**src/rtl/cart_mapper_if.sv**
```systemverilog
// Cartridge bus bundle between the CPU/console side and the bank mapper.
// Carries the CPU address phase, the physical ROM address and both data returns.
// No flow control: every field is qualified only by the CPU phase enable ce.
interface cart_mapper_if #(
    parameter int ROM_AW = 15
);
    logic              ce;
    logic [12:0]       cpu_addr;
    logic              cpu_rwn;
    logic [7:0]        cpu_wdata;
    logic [ROM_AW-1:0] rom_addr;
    logic [7:0]        rom_rdata;
    logic [7:0]        cart_rdata;

    // Console side: drives the CPU cycle and the ROM data, sees the mapped result.
    modport master (
        output ce,
        output cpu_addr,
        output cpu_rwn,
        output cpu_wdata,
        output rom_rdata,
        input  rom_addr,
        input  cart_rdata
    );

    // Mapper side: consumes the CPU cycle, produces the ROM address and cart data.
    modport slave (
        input  ce,
        input  cpu_addr,
        input  cpu_rwn,
        input  cpu_wdata,
        input  rom_rdata,
        output rom_addr,
        output cart_rdata
    );
endinterface

```
**src/rtl/cart_mapper.sv**
```systemverilog
// Cartridge bank-switching mapper (2K, 4K, F8, F6, F4, 3F) in front of cartridge ROM.
// Latency: rom_addr/cart_rdata combinational; bank changes take effect the clk after the ce.
// No backpressure; optional Superchip RAM enabled by defining SUPERCHIP_RAM_EN.
module cart_mapper #(
    parameter int ROM_AW   = 15,
    parameter int LAST_SEG = 15
) (
    input  logic        clk,
    input  logic        reset,
    input  logic [2:0]  mapper,
    input  logic        sc_en,
    cart_mapper_if.slave bus,
    output logic [3:0]  bank_dbg
);

    localparam logic [2:0] MAP_2K = 3'd0;
    localparam logic [2:0] MAP_4K = 3'd1;
    localparam logic [2:0] MAP_F8 = 3'd2;
    localparam logic [2:0] MAP_F6 = 3'd3;
    localparam logic [2:0] MAP_F4 = 3'd4;
    localparam logic [2:0] MAP_3F = 3'd5;

    localparam logic [3:0] LAST_SEG_V = 4'(LAST_SEG);

    logic [2:0] mapper_q;
    logic [2:0] bank_q, bank_d;
    logic [3:0] seg0_q, seg0_d;
    logic [2:0] bank_rst;
    logic [3:0] seg;

    // Power-on bank per scheme: banked carts start in their last bank, where the reset vector lives.
    always_comb begin
        bank_rst = 3'd0;
        case (mapper)
            MAP_F8:  bank_rst = 3'd1;
            MAP_F6:  bank_rst = 3'd3;
            MAP_F4:  bank_rst = 3'd7;
            default: bank_rst = 3'd0;
        endcase
    end

    // Next bank/segment from hotspot hits (F8/F6/F4) or low-page writes (3F), only on ce.
    always_comb begin
        bank_d = bank_q;
        seg0_d = seg0_q;
        if (bus.ce) begin
            case (mapper_q)
                MAP_F8: begin
                    if (bus.cpu_addr == 13'h1FF8) begin
                        bank_d = 3'd0;
                    end else if (bus.cpu_addr == 13'h1FF9) begin
                        bank_d = 3'd1;
                    end
                end
                MAP_F6: begin
                    if (bus.cpu_addr >= 13'h1FF6 && bus.cpu_addr <= 13'h1FF9) begin
                        bank_d = 3'(bus.cpu_addr - 13'h1FF6);
                    end
                end
                MAP_F4: begin
                    if (bus.cpu_addr >= 13'h1FF4 && bus.cpu_addr <= 13'h1FFB) begin
                        bank_d = 3'(bus.cpu_addr - 13'h1FF4);
                    end
                end
                MAP_3F: begin
                    // Snooped TIA-space write $0000-$003F selects the switchable 2K segment.
                    if (!bus.cpu_rwn && bus.cpu_addr[12:6] == 7'd0) begin
                        seg0_d = bus.cpu_wdata[3:0];
                    end
                end
                default: ;
            endcase
        end
    end

    // Mapper code is latched only while reset is held; bank state follows next-state logic otherwise.
    always_ff @(posedge clk) begin
        if (reset) begin
            mapper_q <= mapper;
            bank_q   <= bank_rst;
            seg0_q   <= 4'd0;
        end else begin
            bank_q   <= bank_d;
            seg0_q   <= seg0_d;
        end
    end

    assign seg = bus.cpu_addr[11] ? LAST_SEG_V : seg0_q;

    // Physical ROM address: current cycle uses the registered bank, so a hotspot access reads the old bank.
    always_comb begin
        bus.rom_addr = '0;
        case (mapper_q)
            MAP_2K:  bus.rom_addr = ROM_AW'(bus.cpu_addr[10:0]);
            MAP_F8,
            MAP_F6,
            MAP_F4:  bus.rom_addr = ROM_AW'({bank_q, bus.cpu_addr[11:0]});
            MAP_3F:  bus.rom_addr = ROM_AW'({seg, bus.cpu_addr[10:0]});
            default: bus.rom_addr = ROM_AW'(bus.cpu_addr[11:0]);
        endcase
    end

    // Debug view of the switchable bank register for the active scheme.
    always_comb begin
        bank_dbg = {1'b0, bank_q};
        if (mapper_q == MAP_3F) begin
            bank_dbg = seg0_q;
        end
    end

`ifdef SUPERCHIP_RAM_EN
    logic [7:0] ram_q [0:127];
    logic       sc_active;
    logic       sc_wr_win;
    logic       sc_rd_win;

    assign sc_active = sc_en && (mapper_q == MAP_F8 || mapper_q == MAP_F6 || mapper_q == MAP_F4);
    assign sc_wr_win = sc_active && (bus.cpu_addr[12:7] == 6'b100000);
    assign sc_rd_win = sc_active && (bus.cpu_addr[12:7] == 6'b100001);

    // Superchip RAM write port at $1000-$107F; contents survive reset.
    always_ff @(posedge clk) begin
        if (!reset && bus.ce && !bus.cpu_rwn && sc_wr_win) begin
            ram_q[bus.cpu_addr[6:0]] <= bus.cpu_wdata;
        end
    end

    // Read port at $1080-$10FF overrides ROM data; the write window still returns ROM.
    always_comb begin
        bus.cart_rdata = bus.rom_rdata;
        if (sc_rd_win) begin
            bus.cart_rdata = ram_q[bus.cpu_addr[6:0]];
        end
    end
`else
    logic [4:0] sc_unused;

    // Without Superchip RAM the cartridge always returns ROM data; sc_en and high write bits are dead.
    always_comb begin
        bus.cart_rdata = bus.rom_rdata;
    end

    assign sc_unused = {sc_en, bus.cpu_wdata[7:4]};
`endif

endmodule

```
**src/flat_wrapper.sv**
```systemverilog
// flat-port wrapper written by rule: the top's interface ports become plain ports
module cart_mapper_flat 
#(
    parameter int ROM_AW   = 15,
    parameter int LAST_SEG = 15
)
  (clk, reset, mapper, sc_en, bank_dbg, bus_ce, bus_cpu_addr, bus_cpu_rwn, bus_cpu_wdata, bus_rom_rdata, bus_rom_addr, bus_cart_rdata);
  cart_mapper_if #(.ROM_AW(ROM_AW)) bus_i ();
  input  logic clk;
  input  logic reset;
  input  logic [2:0] mapper;
  input  logic sc_en;
  output logic [3:0] bank_dbg;
  input wire logic [$bits(bus_i.ce)-1:0] bus_ce;
  input wire logic [$bits(bus_i.cpu_addr)-1:0] bus_cpu_addr;
  input wire logic [$bits(bus_i.cpu_rwn)-1:0] bus_cpu_rwn;
  input wire logic [$bits(bus_i.cpu_wdata)-1:0] bus_cpu_wdata;
  input wire logic [$bits(bus_i.rom_rdata)-1:0] bus_rom_rdata;
  output wire logic [$bits(bus_i.rom_addr)-1:0] bus_rom_addr;
  output wire logic [$bits(bus_i.cart_rdata)-1:0] bus_cart_rdata;
  assign bus_i.ce = bus_ce;
  assign bus_i.cpu_addr = bus_cpu_addr;
  assign bus_i.cpu_rwn = bus_cpu_rwn;
  assign bus_i.cpu_wdata = bus_cpu_wdata;
  assign bus_i.rom_rdata = bus_rom_rdata;
  assign bus_rom_addr = bus_i.rom_addr;
  assign bus_cart_rdata = bus_i.cart_rdata;
  cart_mapper #(.ROM_AW(ROM_AW), .LAST_SEG(LAST_SEG)) u_core (.clk(clk), .reset(reset), .mapper(mapper), .sc_en(sc_en), .bus(bus_i), .bank_dbg(bank_dbg));
endmodule
```
**config.mk**
```make
export PLATFORM = sky130hd
export DESIGN_NAME = cart_mapper_flat
export DESIGN_NICKNAME = d
export VERILOG_FILES = /design/src/rtl/cart_mapper_if.sv /design/src/rtl/cart_mapper.sv /design/src/flat_wrapper.sv
export SDC_FILE = /design/constraint.sdc
export NUM_CORES = 1
export LEC_CHECK = 0
export CAP_MARGIN = 25
export CORE_MARGIN = 2
export CORE_UTILIZATION = 38
export DETAILED_ROUTE_END_ITERATION = 10
export GPL_TIMING_DRIVEN = 0
export PLACE_DENSITY = 0.95
export SETUP_SLACK_MARGIN = 0.5
export SLEW_MARGIN = 20
export SYNTH_ARGS = -nofsm -noshare
export SYNTH_HDL_FRONTEND = slang
export SYNTH_SLANG_ARGS = --single-unit
```
**constraint.sdc**
```tcl
create_clock -name clk -period 3.34 [get_ports clk]
set_input_delay 0.668 -clock clk [delete_from_list [all_inputs] [get_ports clk]]
set_output_delay 0.668 -clock clk [all_outputs]
set_load 0.01 [all_outputs]
```
==> results of run 1 <==
## worst min-delay path, cell delays in order, from the launching register on
cell and delay, ps:
sky130_fd_sc_hd__dfxtp_1 350, sky130_fd_sc_hd__mux2i_1 80, sky130_fd_sc_hd__nor2_1 80
## cell type report
class | count | area, um^2
Tap cell | 30 | 37.54
Sequential cell | 10 | 260.3
Inverter | 4 | 15.01
Clock inverter | 1 | 3.754
Buffer | 22 | 162.7
Multi-Input combinational cell | 72 | 505.5
Fill cell | 213 | 898.4
Clock buffer | 3 | 22.52
Timing Repair Buffer | 50 | 504.2
## sequential cells by signal, indices dropped and copies added, names as in the netlist
register / cells
u_core.bank_q: 3
u_core.seg0_q: 4
u_core.mapper_q: 3
## logic make-up after synthesis
family                   count (synthesis)  synth area share (%)
AO/OA/AOI/OAI                           20                 13.53
XOR/XNOR                                 1                0.9286
flip-flops                              10                 27.59
adder cells (fa/ha/maj)                  4                 5.305
buffers and inverters                   26                 18.83
AND/OR/NAND/NOR                         40                 25.99
multiplexers                             7                 7.825
## cell usage after synthesis (4+ instances only)
cell / number / area, um^2
sky130_fd_sc_hd__inv_1: 4 / 15.01
sky130_fd_sc_hd__nand2_1: 6 / 22.52
sky130_fd_sc_hd__dfxtp_1: 4 / 80.08
sky130_fd_sc_hd__ha_1: 4 / 50.05
sky130_fd_sc_hd__mux2i_1: 4 / 40.04
sky130_fd_sc_hd__nor2_1: 8 / 30.03
sky130_fd_sc_hd__edfxtp_1: 6 / 180.2
sky130_fd_sc_hd__buf_4: 19 / 142.6
sky130_fd_sc_hd__o21ai_0: 8 / 40.04
sky130_fd_sc_hd__nand4_1: 4 / 25.02
## through the flow
stage,cells,cell area (um^2)
2_1_floorplan,108,943.4
4_1_cts,192,1506
3_3_place_gp,188,1481
3_5_place_dp,188,1481
5_1_grt,192,1511
6_report,192,1511
## metal layers
layer	GRT usage [%]	wire length [um]
met3	5.278	258
met5	0	0
met4	2.137	5
met2	31.91	1274
met1	20.78	982
## final timing paths
path	cells after the start	end	slack (ps)
hold reg to reg	2	u_core.seg0_q[0]$_SDFFE_PP0P_	540
setup reg to reg	4	u_core.bank_q[1]$_DFFE_PP_	1540
hold / removal	2	u_core.seg0_q[0]$_SDFFE_PP0P_	540
setup / recovery	5	bus_rom_addr[13]	610
## power by group
part | switching [W] | internal, W | total [W]
combinational | 0.0000625 | 0.0000937 | 0.000156
clock | 0.0000399 | 0.0000431 | 0.0000830
sequential | 0.00000522 | 0.000139 | 0.000144
## timing repair
action                                  CTS  global route
endpoints found under the hold margin     0             0
gates cloned                              0             0
resized for setup                         1             2
endpoints found under the setup margin    3             2
==> impl_metrics.ini, run 1 <==
[finish]
area_delta_synth_final_pct = 60.21
utilization_pct = 62.72
mostFrequentLayoutCell = sky130_fd_sc_hd__clkdlybuf4s50_1
final_cell_mix = sky130_fd_sc_hd__clkdlybuf4s50_1 (47), sky130_fd_sc_hd__buf_4 (19), sky130_fd_sc_hd__nor2_1 (8), sky130_fd_sc_hd__o21ai_0 (8)
ant_diodes = 0
layout-drive-gt1-share_pct = 21.60
nNetsFinal = 204

[synth]
asyncSetResetFlopFracSynth_pct = 0
post_synth_num_cell_types = 35
synth_edf_count = 6
synth-seq-cells = 10
yosys_warnings = 0
postSynthNetCount = 149
syn-instance-count = 108
synth.avg_cell_area_um2 = 8.735
synth-main-ff-cell = sky130_fd_sc_hd__edfxtp_1
synthesis.area_um2 = 943.4
synth_sequential_area_ratio_pct = 27.59

[routing]
ant_nets = 0
drt-vias-per-instance = 5.135
route.vias.total = 986
drc_errors = 0
firstDrtPassIters = 4
wl_um = 2521
route.detailed.wl_per_inst_um = 13.13
drtIter0Drc = 14

[placement]
estimated_wirelength_of_the_detail_placed_design_um = 2046
place_worst_setup_slack_ps = 282.9
port_buffers = 50
routability_driven_placement_congestion_ratio = 0.8580

[die]
initial_utilization_pct = 39.15
die_outline_area_mm2 = 0.002897
floorplan.io_pins = 64
floorplan.core_area_mm2 = 0.002410
fp.dieW_um = 53.83
rows = 18
y_dimension_of_the_die_um = 53.83

[clock_tree]
cts_htree_levels = 1
clock_latency_ps = 260
cts_setup_buffers = 0
clockRootBuffer = sky130_fd_sc_hd__clkbuf_4
clkSinkCount = 10
clockBufferDepth = 2
cts_tree = built
cts.hold.buffers_added = 0
number_of_buffers_added_by_the_clock_tree_synthesis_step = 3
clk_pin_slew_worst_paths_ps = 60

[sta]
maxSlewHeadroom_pct = 66.75
grt_setup_unrepaired = false
finalClockSkew_ps = 6.084
period_share_pct = 81.72
finalCriticalPeriod_ps = 2729
worst_pin_slew_ps = 495.8
achievable-frequency_mhz = 366.4
hold_slack_ps = 539.2
final-max-slew-violation-count = 0
fin_setup_tns_ps = 0
hold_viol_final = 0
post-route-worst-setup-slack_ps = 610.6
report.final.setup_viol = 0

[critical_path]
worst-path-buf-inv = 2
worst-setup-path-type = in2out
crit-reg2reg-launch = u_core.mapper_q[1]$_DFFE_PP_
worst_ep_required_time_ps = 2670
crit_chain = dlygate4sd2_1 -> or3_2 -> o21ai_0 -> o21ai_0 -> clkdlybuf4s50_1
worstPathArrival_ps = 2060
crit_path_frequent_cell = sky130_fd_sc_hd__o21ai_0
startpoint = bus_cpu_addr[11]
slowest_stage_cell_crit_path = sky130_fd_sc_hd__clkdlybuf4s50_1
cp_top_family = buffers and inverters
timing.critical_path.to_type = output pin
worst_setup_path_start_kind = primary input
cpPeakStageDelay_ps = 480
timing.critical_path.fanout_max = 7

[job]
max-cap-violations = 0

[pwr]
total_leakage_power_nw = 0.6698
fin_total_pwr_w = 0.0003833
cellPowerDensity_mw_per_mm2 = 253.6
vdd_ir_drop_max_v = 0.0002480

[worst_hold_path]
hold_path_class = reg2reg
hold_path_startpoint = u_core.seg0_q[0]$_SDFFE_PP0P_

[grt]
gr-usage-all-layers_pct = 17.61
via_count_of_the_first_global_routing_pass = 908
grt_pass1_wl_um = 3781
grt_overflow_total = 0
grt_antenna_before_repair = 0
largest_net_degree_at_the_start_of_global_routing = 11

[outcome]
run_status = finished clean
(Power assumes the default switching activity.)
==> inputs of run 2 (changes only) <==
- CORE_UTILIZATION: 38 -> 35
- PLACE_DENSITY: 0.95 -> 0.91
- clock period: 3.34 -> 2.8 ns (I/O delays scaled with it)
==> impl_metrics.ini, run 2 (synthesis gave the netlist of run 1 again) <==
[sta]
post-route-worst-setup-slack_ps = 451.0
grt_setup_unrepaired = true
achievable-frequency_mhz = 425.7
maxSlewHeadroom_pct = 69.46
hold_viol_final = 0
hold_slack_ps = 543.5
finalCriticalPeriod_ps = 2349
period_share_pct = 83.89
final-max-slew-violation-count = 0
report.final.setup_viol = 0
finalClockSkew_ps = 7.871
worst_pin_slew_ps = 458.2

[die]
floorplan.core_area_mm2 = 0.002522
floorplan.io_pins = 64
initial_utilization_pct = 37.40
die_outline_area_mm2 = 0.003126
y_dimension_of_the_die_um = 55.92
rows = 18
fp.dieW_um = 55.92

[finish]
final_cell_mix = sky130_fd_sc_hd__clkdlybuf4s50_1 (33), sky130_fd_sc_hd__buf_4 (26), sky130_fd_sc_hd__nor2_1 (8), sky130_fd_sc_hd__dlymetal6s2s_1 (8), sky130_fd_sc_hd__o21ai_0 (7)
layout-drive-gt1-share_pct = 27.22
utilization_pct = 62.10
largest_register_ff_count = 4
nNetsFinal = 211
mostFrequentLayoutCell = sky130_fd_sc_hd__clkdlybuf4s50_1
registers.top_by_ff_count = u_core.seg0_q
reg_top3 = u_core.seg0_q: 4 flops, u_core.bank_q: 3 flops, u_core.mapper_q: 3 flops
ant_diodes = 0
area_delta_synth_final_pct = 66.05

[routing]
route.detailed.wl_per_inst_um = 13.57
firstDrtPassIters = 4
route.vias.total = 1033
wl_um = 2700
drc_errors = 0
ant_nets = 0
drt-vias-per-instance = 5.191
drtIter0Drc = 36

[critical_path]
crit-reg2reg-launch = u_core.mapper_q[1]$_DFFE_PP_
cp_top_family = buffers and inverters
crit_chain = buf_6 -> inv_1 -> or3_2 -> o21ai_0 -> o21ai_1 -> dlygate4sd2_1
worst_setup_path_start_kind = flop
setup.reg_to_reg.worst_slack_ps = 1020
timing.critical_path.to_type = output pin
reg_to_reg_end = u_core.bank_q[0]$_DFFE_PP_
slowest_stage_cell_crit_path = sky130_fd_sc_hd__or3_2
cpPeakStageDelay_ps = 450
worst-path-buf-inv = 3
worst_ep_required_time_ps = 2240
worst-setup-path-type = reg2out
timing.critical_path.fanout_max = 5
worstPathArrival_ps = 1790
timing.reg2reg.worst_path_depth = 5

[pwr]
cellPowerDensity_mw_per_mm2 = 304.3
fin_total_pwr_w = 0.0004766
vdd_ir_drop_max_v = 0.0003170
total_leakage_power_nw = 0.7664

[grt]
via_count_of_the_first_global_routing_pass = 1001
grt_overflow_total = 0
grt_antenna_before_repair = 0
largest_net_degree_at_the_start_of_global_routing = 11
grt_pass1_wl_um = 4450
gr-usage-all-layers_pct = 17.49

[placement]
routability_driven_placement_congestion_ratio = 0.7982
port_buffers = 50
estimated_wirelength_of_the_detail_placed_design_um = 2083
place_worst_setup_slack_ps = -25.24

[worst_hold_path]
hold_path_startpoint = u_core.seg0_q[0]$_SDFFE_PP0P_
hold-path-cell-count = 2
endpoint_of_the_worst_hold_timing_path = u_core.seg0_q[0]$_SDFFE_PP0P_
hold_path_class = reg2reg

[clock_tree]
cts_tree = built
cts.hold.buffers_added = 0
clkSinkCount = 10
clock_latency_ps = 280
clockBufferDepth = 2
number_of_buffers_added_by_the_clock_tree_synthesis_step = 3
cts_htree_levels = 1
clockRootBuffer = sky130_fd_sc_hd__clkbuf_4
clk_pin_slew_worst_paths_ps = 60

[outcome]
run_status = finished clean

[job]
max-cap-violations = 0
-- run 2: power breakdown --
part           switching, W  internal (W)  total (W)
Combinational     0.0000796      0.000112   0.000192
Sequential       0.00000567      0.000165   0.000171
Clock             0.0000583     0.0000554   0.000114
-- run 2: how the worst max path moves through the flow --
stage,startpoint,to,slack (ps),cells after the start
global route,u_core.mapper_q[0]$_DFFE_PP_,bus_rom_addr[12],410,6
global placement,bus_cpu_addr[11],bus_rom_addr[14],60,5
floorplan,bus_cpu_addr[2],u_core.bank_q[0]$_DFFE_PP_,1080,6
detailed placement,bus_cpu_addr[11],bus_rom_addr[12],-30,5
CTS,bus_cpu_addr[11],bus_rom_addr[12],430,5
finish,u_core.mapper_q[0]$_DFFE_PP_,bus_rom_addr[12],450,6
-- run 2: timing repair --
item | CTS | global route
pin swaps | 1 | 0
setup endpoints to repair | 14 | 14
resized for setup | 14 | 13
buffers inserted | 5 | 2
endpoints found under the hold margin | 0 | 0
-- run 2: worst min-delay path, cell delays in order (launching register included) --
cell                      delay (ps)
sky130_fd_sc_hd__dfxtp_1         350
sky130_fd_sc_hd__mux2i_1          90
sky130_fd_sc_hd__nor2_1           70
-- run 2: metal layers --
layer / GRT usage (%) / vias up / part of all wire (%)
met3: 5.116 / 10 / 9.2
met2: 30.27 / 67 / 47
met5: 0 / - / 0
li1: - / 496 / -
met1: 20.09 / 460 / 42
met4: 7.143 / 0 / 2.2
-- run 2: through the flow --
| stage | area (um^2) | setup TNS, ps | cells |
|---|---|---|---|
| after floorplan | 943.4 | 0 | 108 |
| after global placement | 1481 | 0 | 188 |
| after detailed placement | 1481 | -25.24 | 188 |
| after CTS | 1535 | 0 | 197 |
| after global routing | 1567 | 0 | 199 |
| final | 1567 | 0 | 199 |
-- run 2: layout make-up --
type                       instances  area [um^2]
sequential                        10        260.3
multi-input combinational         72        514.2
timing repair buffer              57        550.5
tap                               30        37.54
buffer                            22        162.7
inverter                           4        15.01
fill                             207        955.9
clock buffer                       4        26.28
==> inputs of run 3 (changes only) <==
- clock period: 2.8 -> 2.4 ns (I/O delays scaled with it)
==> impl_metrics.ini, run 3 (synthesis gave the netlist of run 1 again) <==
[routing]
ant_nets = 0
drc_errors = 0
route.detailed.wl_per_inst_um = 15.24
route.vias.total = 1090
drtIter0Drc = 26
firstDrtPassIters = 4
drt-vias-per-instance = 5.291
wl_um = 3139

[critical_path]
worst_setup_path_start_kind = flop
timing.critical_path.fanout_max = 3
worst_ep_required_time_ps = 1920
timing.critical_path.to_type = output pin
worst-setup-path-type = reg2out
crit-reg2reg-launch = u_core.mapper_q[1]$_DFFE_PP_
reg_to_reg_end = u_core.bank_q[1]$_DFFE_PP_
worstPathArrival_ps = 1600
timing.reg2reg.worst_path_depth = 8
setup.reg_to_reg.worst_slack_ps = 550

[finish]
layout-drive-gt1-share_pct = 41.48
area_delta_synth_final_pct = 79.97
final_cell_mix = sky130_fd_sc_hd__buf_4 (30), sky130_fd_sc_hd__clkdlybuf4s50_1 (23), sky130_fd_sc_hd__nor2_1 (8), sky130_fd_sc_hd__buf_6 (8), sky130_fd_sc_hd__dlygate4sd2_1 (8)
mostFrequentLayoutCell = sky130_fd_sc_hd__buf_4
largest_register_ff_count = 4
utilization_pct = 67.31
ant_diodes = 0
registers.top_by_ff_count = u_core.seg0_q
reg_top3 = u_core.seg0_q: 4 flops, u_core.bank_q: 3 flops, u_core.mapper_q: 3 flops
postLayoutCellArea_mm2 = 0.001698
nNetsFinal = 218

[sta]
grt_setup_unrepaired = true
finalClockSkew_ps = 3.747
hold_viol_final = 0
achievable-frequency_mhz = 480.4
report.final.setup_viol = 0
hold_slack_ps = 557.0
final-max-slew-violation-count = 0
period_share_pct = 86.73
maxSlewHeadroom_pct = 69.82
finalCriticalPeriod_ps = 2082
worst_pin_slew_ps = 449.6

[clock_tree]
clockRootBuffer = sky130_fd_sc_hd__clkbuf_4
cts.hold.buffers_added = 0
clock_latency_ps = 280
number_of_buffers_added_by_the_clock_tree_synthesis_step = 3
clockBufferDepth = 2
cts_tree = built
clk_pin_slew_worst_paths_ps = 70
cts_htree_levels = 1
clkSinkCount = 10

[placement]
placed_cell_area_mm2 = 0.001481
routability_driven_placement_congestion_ratio = 0.7982
estimated_wirelength_of_the_detail_placed_design_um = 2083
port_buffers = 50

[grt]
via_count_of_the_first_global_routing_pass = 1099
grt_overflow_total = 0
largest_net_degree_at_the_start_of_global_routing = 11
gr-usage-all-layers_pct = 19.08
grt_antenna_before_repair = 0
grt_pass1_wl_um = 4850

[job]
max-cap-violations = 0

[pwr]
vdd_ir_drop_max_v = 0.0003829
cellPowerDensity_mw_per_mm2 = 352.3
total_leakage_power_nw = 0.8452

[worst_hold_path]
hold-path-cell-count = 2
endpoint_of_the_worst_hold_timing_path = u_core.seg0_q[3]$_SDFFE_PP0P_
hold_path_startpoint = u_core.seg0_q[3]$_SDFFE_PP0P_
hold_path_class = reg2reg

[die]
floorplan.core_area_mm2 = 0.002522
floorplan.io_pins = 64
die_outline_area_mm2 = 0.003126
y_dimension_of_the_die_um = 55.92
rows = 18
fp.dieW_um = 55.92
initial_utilization_pct = 37.40

[outcome]
run_status = finished clean
[run 3: per-stage QoR]
step / setup WS (ps) / cells / total power (W) / TNS (ps)
3_5_place_dp: -265.2 / 188 / 0.0004237 / -1113
6_report: 318.4 / 206 / 0.0005981 / 0
5_1_grt: 266.1 / 206 / 0.0006314 / 0
2_1_floorplan: 758.1 / 108 / 0.0003005 / 0
3_3_place_gp: -181.1 / 188 / 0.0004156 / -586.8
4_1_cts: 356.8 / 201 / 0.0005660 / 0
[run 3: power by group]
group / switching, W / leakage, nW / internal (W)
combinational: 0.000112 / 0.739 / 0.000153
sequential: 0.00000927 / 0.0912 / 0.000193
clock: 0.0000660 / 0.0150 / 0.0000646
[run 3: area by class of cell]
type | count | area (um^2)
Timing Repair Buffer | 64 | 600.6
Inverter | 4 | 17.52
Buffer | 22 | 170.2
Sequential cell | 10 | 260.3
Fill cell | 192 | 824.5
Clock buffer | 4 | 26.28
Multi-Input combinational cell | 72 | 585.6
Tap cell | 30 | 37.54
[run 3: worst max path at each step]
stage                                             from                    endpoint  cells past startpoint
after global placement                bus_cpu_addr[11]            bus_rom_addr[14]                      5
after global routing      u_core.mapper_q[1]$_DFFE_PP_                 bank_dbg[0]                      5
final                     u_core.mapper_q[1]$_DFFE_PP_                 bank_dbg[0]                      5
after detailed placement              bus_cpu_addr[11]            bus_rom_addr[12]                      5
after CTS                 u_core.mapper_q[1]$_DFFE_PP_                 bank_dbg[1]                      5
after floorplan                        bus_cpu_addr[2]  u_core.bank_q[0]$_DFFE_PP_                      6
[run 3: critical path, cell delays in order (launching register included)]
cell	delay, ps
sky130_fd_sc_hd__edfxtp_1	410
sky130_fd_sc_hd__nand3b_1	210
sky130_fd_sc_hd__buf_4	160
sky130_fd_sc_hd__buf_6	110
sky130_fd_sc_hd__mux2_4	300
sky130_fd_sc_hd__buf_6	130
[run 3: routing by layer]
layer	track usage (%)	part of all wire [%]	vias up
li1	-	-	509
met1	20.23	40	501
met2	33.50	50	72
met3	6.744	8.6	8
met4	9.184	1.0	0
met5	0	0	-
[run 3: repair_timing]
action | 4_1_cts | 5_1_grt
buffers inserted | 9 | 5
endpoints found under the hold margin | 0 | 0
resized for setup | 64 | 32
pin swaps | 4 | 7
endpoints found under the setup margin | 22 | 13
